[config.mk]
export PLATFORM = sky130hd
export DESIGN_NAME = ssid_request_queue
export DESIGN_NICKNAME = d
export VERILOG_FILES = /design/src/rtl/ssid_request_queue.sv
export SDC_FILE = /design/constraint.sdc
export NUM_CORES = 1
export LEC_CHECK = 0
export CAP_MARGIN = 20
export CORE_MARGIN = 8
export CORE_UTILIZATION = 25
export DETAILED_ROUTE_END_ITERATION = 6
export DONT_BUFFER_PORTS = 1
export MAX_ROUTING_LAYER = met4
export PLACE_DENSITY = 0.46
export SYNTH_ARGS = -nofsm -noshare
export SYNTH_HDL_FRONTEND = slang
export SYNTH_SLANG_ARGS = --single-unit
[constraint.sdc]
create_clock -name clk -period 4.34 [get_ports clk]
set_clock_uncertainty 0.05 [all_clocks]
set_input_delay 0.868 -clock clk [delete_from_list [all_inputs] [get_ports clk]]
set_output_delay 0.868 -clock clk [all_outputs]
set_load 0.02 [all_outputs]
[src/rtl/ssid_request_queue.sv]
// ---------------------------------------------------------------------------
// ssid_request_queue
//
// Request buffer in front of the HNM bitmap stage. SSID write requests (hit
// marking) and read requests (hit lookup) are queued in two independent
// circular FIFOs. A small phase FSM drains them onto the HNM's single SSID
// port as registered one-cycle strobes. Writes have priority. After the last
// write, a gap of WR_TO_RD_GAP idle cycles is enforced before any read, so a
// lookup can never overtake a BRAM write that is still in flight.
//
// Parameters:
//   SSIDBITS      SSID width (row + column bits)
//   FIFO_DEPTH    entries per FIFO, power of 2, >= 2
//   WR_TO_RD_GAP  idle cycles after the last write before a read, >= 1
//
// Ports:
//   clk, reset         rising-edge clock, asynchronous active-high reset
//   clear              synchronous flush of both FIFOs and the FSM
//   wr_valid/wr_ssid   push into the write FIFO; wr_full = FIFO holds DEPTH
//   rd_valid/rd_ssid   push into the read FIFO;  rd_full = FIFO holds DEPTH
//   hnm_write_ready    HNM accepts a write this cycle
//   hnm_read_ready     HNM accepts a read this cycle
//   hnm_ssid           SSID presented to the HNM (held between strobes)
//   hnm_write/hnm_read one-cycle strobes, never high together
//   busy               a FIFO is non-empty, or the FSM is counting the gap
//
// Optional feature (macro SSID_QUEUE_DROP_COUNT_EN):
//   wr_drop_count/rd_drop_count  16-bit saturating counts of pushes that were
//   dropped because the FIFO was full. Reset and clear zero them.
// ---------------------------------------------------------------------------
module ssid_request_queue #(
    parameter int SSIDBITS     = 16,
    parameter int FIFO_DEPTH   = 16,
    parameter int WR_TO_RD_GAP = 4
) (
    input  logic                clk,
    input  logic                reset,
    input  logic                clear,
    input  logic                wr_valid,
    input  logic [SSIDBITS-1:0] wr_ssid,
    output logic                wr_full,
    input  logic                rd_valid,
    input  logic [SSIDBITS-1:0] rd_ssid,
    output logic                rd_full,
    input  logic                hnm_write_ready,
    input  logic                hnm_read_ready,
    output logic [SSIDBITS-1:0] hnm_ssid,
    output logic                hnm_write,
    output logic                hnm_read,
    output logic                busy
`ifdef SSID_QUEUE_DROP_COUNT_EN
    ,
    output logic [15:0]         wr_drop_count,
    output logic [15:0]         rd_drop_count
`endif
);

    localparam int ADDRBITS = $clog2(FIFO_DEPTH);
    localparam int PTRBITS  = ADDRBITS + 1;
    localparam int GAPBITS  = $clog2(WR_TO_RD_GAP) + 1;

    localparam logic [PTRBITS-1:0] FULLCOUNT = PTRBITS'(FIFO_DEPTH);
    localparam logic [GAPBITS-1:0] GAPLAST   = GAPBITS'(WR_TO_RD_GAP - 1);

    typedef enum logic [1:0] {
        WRITE_PHASE = 2'd0,
        GAP         = 2'd1,
        READ_PHASE  = 2'd2
    } phaseType;

    // -----------------------------------------------------------------------
    // FIFO storage and pointers. Pointers carry one extra bit so a full FIFO
    // (occupancy == FIFO_DEPTH) is distinguishable from an empty one.
    // -----------------------------------------------------------------------
    logic [SSIDBITS-1:0] wrMem [FIFO_DEPTH];
    logic [SSIDBITS-1:0] rdMem [FIFO_DEPTH];

    logic [PTRBITS-1:0] wrHeadPtr, wrTailPtr;
    logic [PTRBITS-1:0] rdHeadPtr, rdTailPtr;
    logic [PTRBITS-1:0] wrOccupancy, rdOccupancy;

    logic wrEmpty, rdEmpty;
    logic wrPush, rdPush;
    logic wrPop, rdPop;

    phaseType           phase;
    logic [GAPBITS-1:0] gapCount;

    assign wrOccupancy = wrTailPtr - wrHeadPtr;
    assign rdOccupancy = rdTailPtr - rdHeadPtr;
    assign wrEmpty     = (wrOccupancy == '0);
    assign rdEmpty     = (rdOccupancy == '0);
    assign wr_full     = (wrOccupancy == FULLCOUNT);
    assign rd_full     = (rdOccupancy == FULLCOUNT);

    // A push into a full FIFO is dropped even if a pop frees a slot in the
    // same cycle; clear discards pushes outright.
    assign wrPush = wr_valid && !wr_full && !clear;
    assign rdPush = rd_valid && !rd_full && !clear;

    assign busy = !wrEmpty || !rdEmpty || (phase == GAP);

    // -----------------------------------------------------------------------
    // Issue decision. Writes may leave from WRITE_PHASE or straight from an
    // idle READ_PHASE; a read only leaves READ_PHASE with no write queued.
    // -----------------------------------------------------------------------
    always_comb begin
        // NOTE: every combinationally assigned signal gets a default first so
        // no path leaves it unassigned, which would infer a latch.
        wrPop = 1'b0;
        rdPop = 1'b0;
        if (!clear) begin
            if (phase == WRITE_PHASE || phase == READ_PHASE) begin
                wrPop = !wrEmpty && hnm_write_ready;
            end
            if (phase == READ_PHASE && wrEmpty) begin
                rdPop = !rdEmpty && hnm_read_ready;
            end
        end
    end

    // -----------------------------------------------------------------------
    // Pointer update.
    // -----------------------------------------------------------------------
    always_ff @(posedge clk or posedge reset) begin
        // NOTE: clocked state always uses non-blocking assignments so every
        // register samples the pre-edge values regardless of statement order.
        if (reset) begin
            wrHeadPtr <= '0;
            wrTailPtr <= '0;
            rdHeadPtr <= '0;
            rdTailPtr <= '0;
        end else if (clear) begin
            wrHeadPtr <= '0;
            wrTailPtr <= '0;
            rdHeadPtr <= '0;
            rdTailPtr <= '0;
        end else begin
            if (wrPush) wrTailPtr <= wrTailPtr + 1'b1;
            if (wrPop)  wrHeadPtr <= wrHeadPtr + 1'b1;
            if (rdPush) rdTailPtr <= rdTailPtr + 1'b1;
            if (rdPop)  rdHeadPtr <= rdHeadPtr + 1'b1;
        end
    end

    // NOTE: the storage arrays have no reset; the pointers alone decide which
    // entries are valid, which keeps the arrays mappable onto RAM.
    always_ff @(posedge clk) begin
        if (wrPush) wrMem[wrTailPtr[ADDRBITS-1:0]] <= wr_ssid;
        if (rdPush) rdMem[rdTailPtr[ADDRBITS-1:0]] <= rd_ssid;
    end

    // -----------------------------------------------------------------------
    // Phase FSM with registered strobes and SSID.
    // -----------------------------------------------------------------------
    always_ff @(posedge clk or posedge reset) begin
        if (reset) begin
            phase     <= WRITE_PHASE;
            gapCount  <= '0;
            hnm_write <= 1'b0;
            hnm_read  <= 1'b0;
            hnm_ssid  <= '0;
        end else begin
            hnm_write <= wrPop;
            hnm_read  <= rdPop;
            if (wrPop) begin
                hnm_ssid <= wrMem[wrHeadPtr[ADDRBITS-1:0]];
            end else if (rdPop) begin
                hnm_ssid <= rdMem[rdHeadPtr[ADDRBITS-1:0]];
            end

            if (clear) begin
                phase    <= WRITE_PHASE;
                gapCount <= '0;
            end else begin
                case (phase)
                    WRITE_PHASE: begin
                        if (wrEmpty) begin
                            phase    <= GAP;
                            gapCount <= '0;
                        end
                    end
                    GAP: begin
                        // A fresh write cancels the gap; it restarts from zero
                        // once that write has drained.
                        if (!wrEmpty) begin
                            phase <= WRITE_PHASE;
                        end else if (gapCount == GAPLAST) begin
                            phase    <= READ_PHASE;
                            gapCount <= '0;
                        end else begin
                            gapCount <= gapCount + 1'b1;
                        end
                    end
                    READ_PHASE: begin
                        if (!wrEmpty) phase <= WRITE_PHASE;
                    end
                    default: begin
                        phase    <= WRITE_PHASE;
                        gapCount <= '0;
                    end
                endcase
            end
        end
    end

`ifdef SSID_QUEUE_DROP_COUNT_EN
    // -----------------------------------------------------------------------
    // Saturating drop counters.
    // -----------------------------------------------------------------------
    always_ff @(posedge clk or posedge reset) begin
        if (reset) begin
            wr_drop_count <= '0;
            rd_drop_count <= '0;
        end else if (clear) begin
            wr_drop_count <= '0;
            rd_drop_count <= '0;
        end else begin
            if (wr_valid && wr_full && wr_drop_count != 16'hFFFF) begin
                wr_drop_count <= wr_drop_count + 16'd1;
            end
            if (rd_valid && rd_full && rd_drop_count != 16'hFFFF) begin
                rd_drop_count <= rd_drop_count + 16'd1;
            end
        end
    end
`endif

endmodule

After elaboration in Yosys (flattened, before gate mapping) --
Memory sizes are Yosys's and may differ from the RTL's. Index checks and enable logic that the tools add are counted.
Word-level totals: bits in latches 0, logic and storage cells 82, register bits 43, RAM bits 512, output and inout bits 21, memories 2, bits in read-only memories 0
Cells by class: div/mod/pow operators 0, equal/unequal tests 10, shift-type cells 0, magnitude comparators 0, add/subtract/negate cells 7, multiply operators 0, reduce and logical (&&, ||, !) cells 25, multiplexer cells 29, bitwise gates (word level) 0
Memories:
- rdMem | words 16, width 16, read ports 1, clocked after Yosys merged registers in 0, write ports 1, line 76 | logic [SSIDBITS-1:0] rdMem [FIFO_DEPTH];
- wrMem | words 16, width 16, read ports 1, clocked after Yosys merged registers in 0, write ports 1, line 75 | logic [SSIDBITS-1:0] wrMem [FIFO_DEPTH];
Operator list (number):
- $mux 5 | 8
- $mux 16 | 2
- $add 5x1->5 const B | 4
- $mux 3 | 4
- $eq 5x5->1 const B | 2
- $logic_not 5->1 | 2
- $mux 2 | 5
- $reduce_bool 2->1 | 5
- $sub 5x5->5 | 2
- $ne 3x3->1 const B | 3
- $pmux 3 s3 | 1
- $mux 1 | 8
- $logic_and 1x1->1 | 7
- $pmux 2 s3 | 1
- $reduce_and 3->1 | 2
- $logic_not 1->1 | 5
- $ne 4x3->1 const B | 1
- $add 3x1->3 const B | 1
- $eq 3x2->1 const B | 1
- $logic_or 1x1->1 | 3
- $eq 2x1->1 const B | 1
- $eq 2x2->1 const B | 1
- $logic_not 2->1 | 1
- $ne 2x2->1 const B | 1

Depth between registers and ports, before layout --
depth after elaboration 8, gate-level depth with buffers 12

Worst setup path after synthesis --
No wires, ideal clock.
path kind register to register, start reg wrHeadPtr[1], end mem wrMem[0][0], enable pin, cell stages (with the launch flop) 12, library setup time 0.430 ns, period minus slack after synthesis 4.599 ns, data arrival time 4.119 ns, buffers on the path 4, slack -0.259 ns, path through dfrtp_1 buf_1 buf_1 inv_1 ha_1 nor2b_4 o211a_1 nor3_1 o31ai_1 buf_2 buf_2 nor4_1
On the way: word-level cells in the longest chain between the ends 7
RTL lines:
- start, declared | line 78 | logic [PTRBITS-1:0] wrHeadPtr, wrTailPtr;
- start signal, assigned | line 140 | if (wrPop) wrHeadPtr <= wrHeadPtr + 1'b1;
- $sub 5x5->5 | line 89 | assign wrOccupancy = wrTailPtr - wrHeadPtr;
- $eq 5x5->1 | line 93 | assign wr_full = (wrOccupancy == FULLCOUNT);
- $logic_not 1->1 | line 98 | assign wrPush = wr_valid && !wr_full && !clear;
- $logic_and 1x1->1 (2 in series) | line 98
- $mux 1 | line 149 | if (wrPush) wrMem[wrTailPtr[ADDRBITS-1:0]] <= wr_ssid;
- $mux 1 (not written as such) | line 149
- end, declared | line 75
No other way between the ends.

Worst setup path after layout --
start reg wrTailPtr[2], end out busy
On the way: word-level cells in the longest chain between the ends 5
RTL lines:
- start, declared | line 78
- start signal, assigned | line 139 | if (wrPush) wrTailPtr <= wrTailPtr + 1'b1;
- $sub 5x5->5 | line 89
- $logic_not 5->1 | line 91 | assign wrEmpty = (wrOccupancy == '0);
- $logic_not 1->1
- $logic_or 1x1->1 (2 in series) | line 101 | assign busy = !wrEmpty || !rdEmpty || (phase == GAP);
- end, declared | line 50 | output logic busy
No other way between the ends.

==> metrics.md <==
| Metric | Value |
|---|---|
| Status | finished clean |
| PD cells | 504 nW/µm² |
| Area grow syn2layout | 17.3% |
| Cts repair resizes | 0 |
| Crit-path max FO | 14 |
| Syn_area_per_cell | 20.9 µm² |
| First-pass GRT wire length | 75.3 mm |
| Register bit total from synthesis | 555 |
| Core box area | 86800 µm² |
| Routed wire length | 51.4 mm |
| Root buffer cell | clkbuf_16 |
| Commonest non-fill, non-tap cell in the layout | edfxtp_1 |
| DP Worst Slack | 770 ps |
| Area after DPL | 23700 µm² |
| R2R Setup Slk | 750 ps |
| Die Area | 97200 µm² |
| Port buffer count | 0 |
| Crit Path Category | reg -> out |
| Final WS setup | 220 ps |
| RSZ-0062 raised after global routing | no |
| Design area | 25700 µm² |
| Initial antenna violation count | 0 |
| CP bufs+invs | 0 |
| VDD IR max | 0.282 mV |
| CTS Buf Count | 57 |
| Post-Syn Nets | 1103 |
| Vias per cell | 4.46 |
| Die X | 312 µm |
| Seq/Total Area, Yosys | 75.2% |
| Critical Path RT | 3420 ps |
| DRC | 0 |
| Final period util | 94.9% |
| Drt pass-1 iters | 5 |
| Via count | 10297 |
| Post-Syn Area | 21900 µm² |
| Post-CTS Setup Inserts | 0 |
| CP max stage delay | 710 ps |
| Largest net degree at the start of global routing | 68 |
| H-tree levels | 2 |
| Final min period | 4120 ps |
| Crit path max-delay family | simple AND/OR/NAND/NOR gates |
| Hpwl dp | 31.2 mm |
| Cell count after placement | 2198 |
| TritonCTS clock tree | done |
| Ranking of synthesized cells by area | edfxtp_1 (70%), mux4_2 (13%), dfrtp_1 (4.9%) |
| Unique cell type count in the Yosys netlist | 53 |
| Share of cells above drive strength 1 | 27.9% |
| I/O pin total | 60 |
| Overflow left after global routing | 0 |
| Cell leakage power | 7.92 nW |
| Fmax | 243 MHz |
| Final nets | 1162 |
| Synth Flop Type | edfxtp_1 |
| Synth Instances | 1045 |
| Total GRT Usage | 10.6% |
| HP Class | in -> reg |
| Post-synth EDFFs | 512 |
| Rows | 108 |
| Starting density of the core | 25.2% |
| Worst slew pin tran | 763 ps |
| Setup crit end kind | primary output |
| Total number of yosys warnings | 0 |
| Yosys top cell area share | 70.3% |
| Antenna-violating nets left | 0 |
| Most frequent cells in the layout | edfxtp_1 (512), mux4_2 (128), clkbuf_16 (57) |
| CP Cell Sequence | ha_1 > or4_4 > a211o_1 > a21oi_1 > nand3_1 |
| Worst skew pair latency | 620 ps |
| Clk slew on worst S/H paths | 60 ps |
| Async set-or-reset flop fraction in the synthesized netlist | 7.75% |
| Critical path arrival | 3200 ps |
| Max-slew violations | 0 |
| CTS sink cnt | 555 |
| Max stage delay cell, worst path | dfrtp_1 |
| Total power | 12.9 mW |
| Largest area contributor in the netlist | edfxtp_1 |
| MaxCap Viol Count | 0 |
| Worst slew margin relative to its limit | 49.1% |
| Max Buffers Root-to-Sink | 3 |
| Vias in the first global route | 10932 |
| WL/cell | 22.3 µm |
| Initial DRC count | 852 |
| Worst Setup Start Kind | flip-flop |
| Setup-failing EPs final | 0 |
| RePlAce Congestion | 0.722 |
| Fin cells | 2308 |
| Final hold violations | 0 |
| Die H | 312 µm |
[worst paths after layout]
| check | cells past startpoint | to | startpoint |
|---|---|---|---|
| max in group asynchronous | 3 | hnm_write | reset |
| min | 1 | wrHeadPtr[0] | clear |
| max reg2reg | 6 | hnm_ssid[12] | wrTailPtr[2] |
| max | 5 | busy | wrTailPtr[2] |
| min reg2reg | 1 | phase[0] | phase[1] |
| min in group asynchronous | 2 | rdTailPtr[4] | reset |
[layout make-up]
class	instances	area, µm²
fillers	8518	61100
flip-flops and latches	555	16500
multi-input cells	425	5310
clock buffers	71	1510
well taps	1155	1450
clock inverters	36	440
repair buffers	50	428
inverters	15	56.3
diodes	1	2.50
[stage by stage]
stage | setup TNS, ps | hold WS, ps | utilization [%]
after global routing | 0 | 233 | 29.6
after CTS | 0 | 219 | 29.5
final | 0 | 269 | 29.6
after global placement | 0 | 444 | 27.3
after detailed placement | 0 | 456 | 27.3
after floorplan | -27750 | 422 | -
[synthesized netlist by cell type (2+ instances only)]
master,count
mux4_2,128
a221oi_1,32
xnor2_1,10
o211ai_1,2
mux2_2,8
or4_1,3
a21o_1,4
mux2_1,10
dfrtp_1,43
nor3b_1,2
edfxtp_1,512
nor2_1,37
and3b_1,2
buf_1,13
nor4_1,8
a211oi_2,2
inv_1,15
clkbuf_1,23
a22o_1,32
a31oi_1,3
o31ai_1,2
ha_1,19
nor2b_1,7
a21oi_1,16
a211o_1,2
mux2i_1,18
o21ai_0,10
nand2b_1,9
nand2_1,9
nand3_1,12
nor3_1,11
buf_2,13
nand3b_1,5
or3_1,4
[registers in the layout, summed over array words and instances, names as in the netlist]
register / flops
phase: 2
rdHeadPtr: 5
wrHeadPtr: 5
rdTailPtr: 5
wrTailPtr: 5
gapCount: 3
wrMem: 256
hnm_read: 1
hnm_ssid: 16
rdMem: 256
hnm_write: 1
[logic make-up after synthesis]
| group | Yosys count | share of synthesized area [%] |
|---|---|---|
| AOI/OAI and AO/OA | 115 | 4.20 |
| xor gates and xnor gates | 12 | 0.543 |
| adders and majority gates | 19 | 1.09 |
| buffers and inverters | 65 | 1.22 |
| DFF | 555 | 75.2 |
| muxes | 164 | 14.9 |
| and+or+nand+nor | 115 | 2.80 |
[power breakdown]
group / switching, mW / internal [mW] / total (mW)
registers: 0.300 / 6.03 / 6.33
logic: 0.890 / 0.688 / 1.58
clock network: 2.10 / 2.91 / 5.01
[layer usage]
layer,share of wire [%],vias to the layer above,GRT usage [%]
met5,0,-,-
met3,6.1,57,2.89
met1,45,5536,13.7
met4,1.4,0,2.25
met2,48,179,16.8
li1,-,4525,-
[repair_timing]
| action | CTS | global route |
|---|---|---|
| endpoints found under the setup margin | 0 | 0 |
| hold buffers | 0 | 1 |
| hold endpoints to repair | 0 | 5 |
No activity file was read; power rests on OpenSTA's default activity.
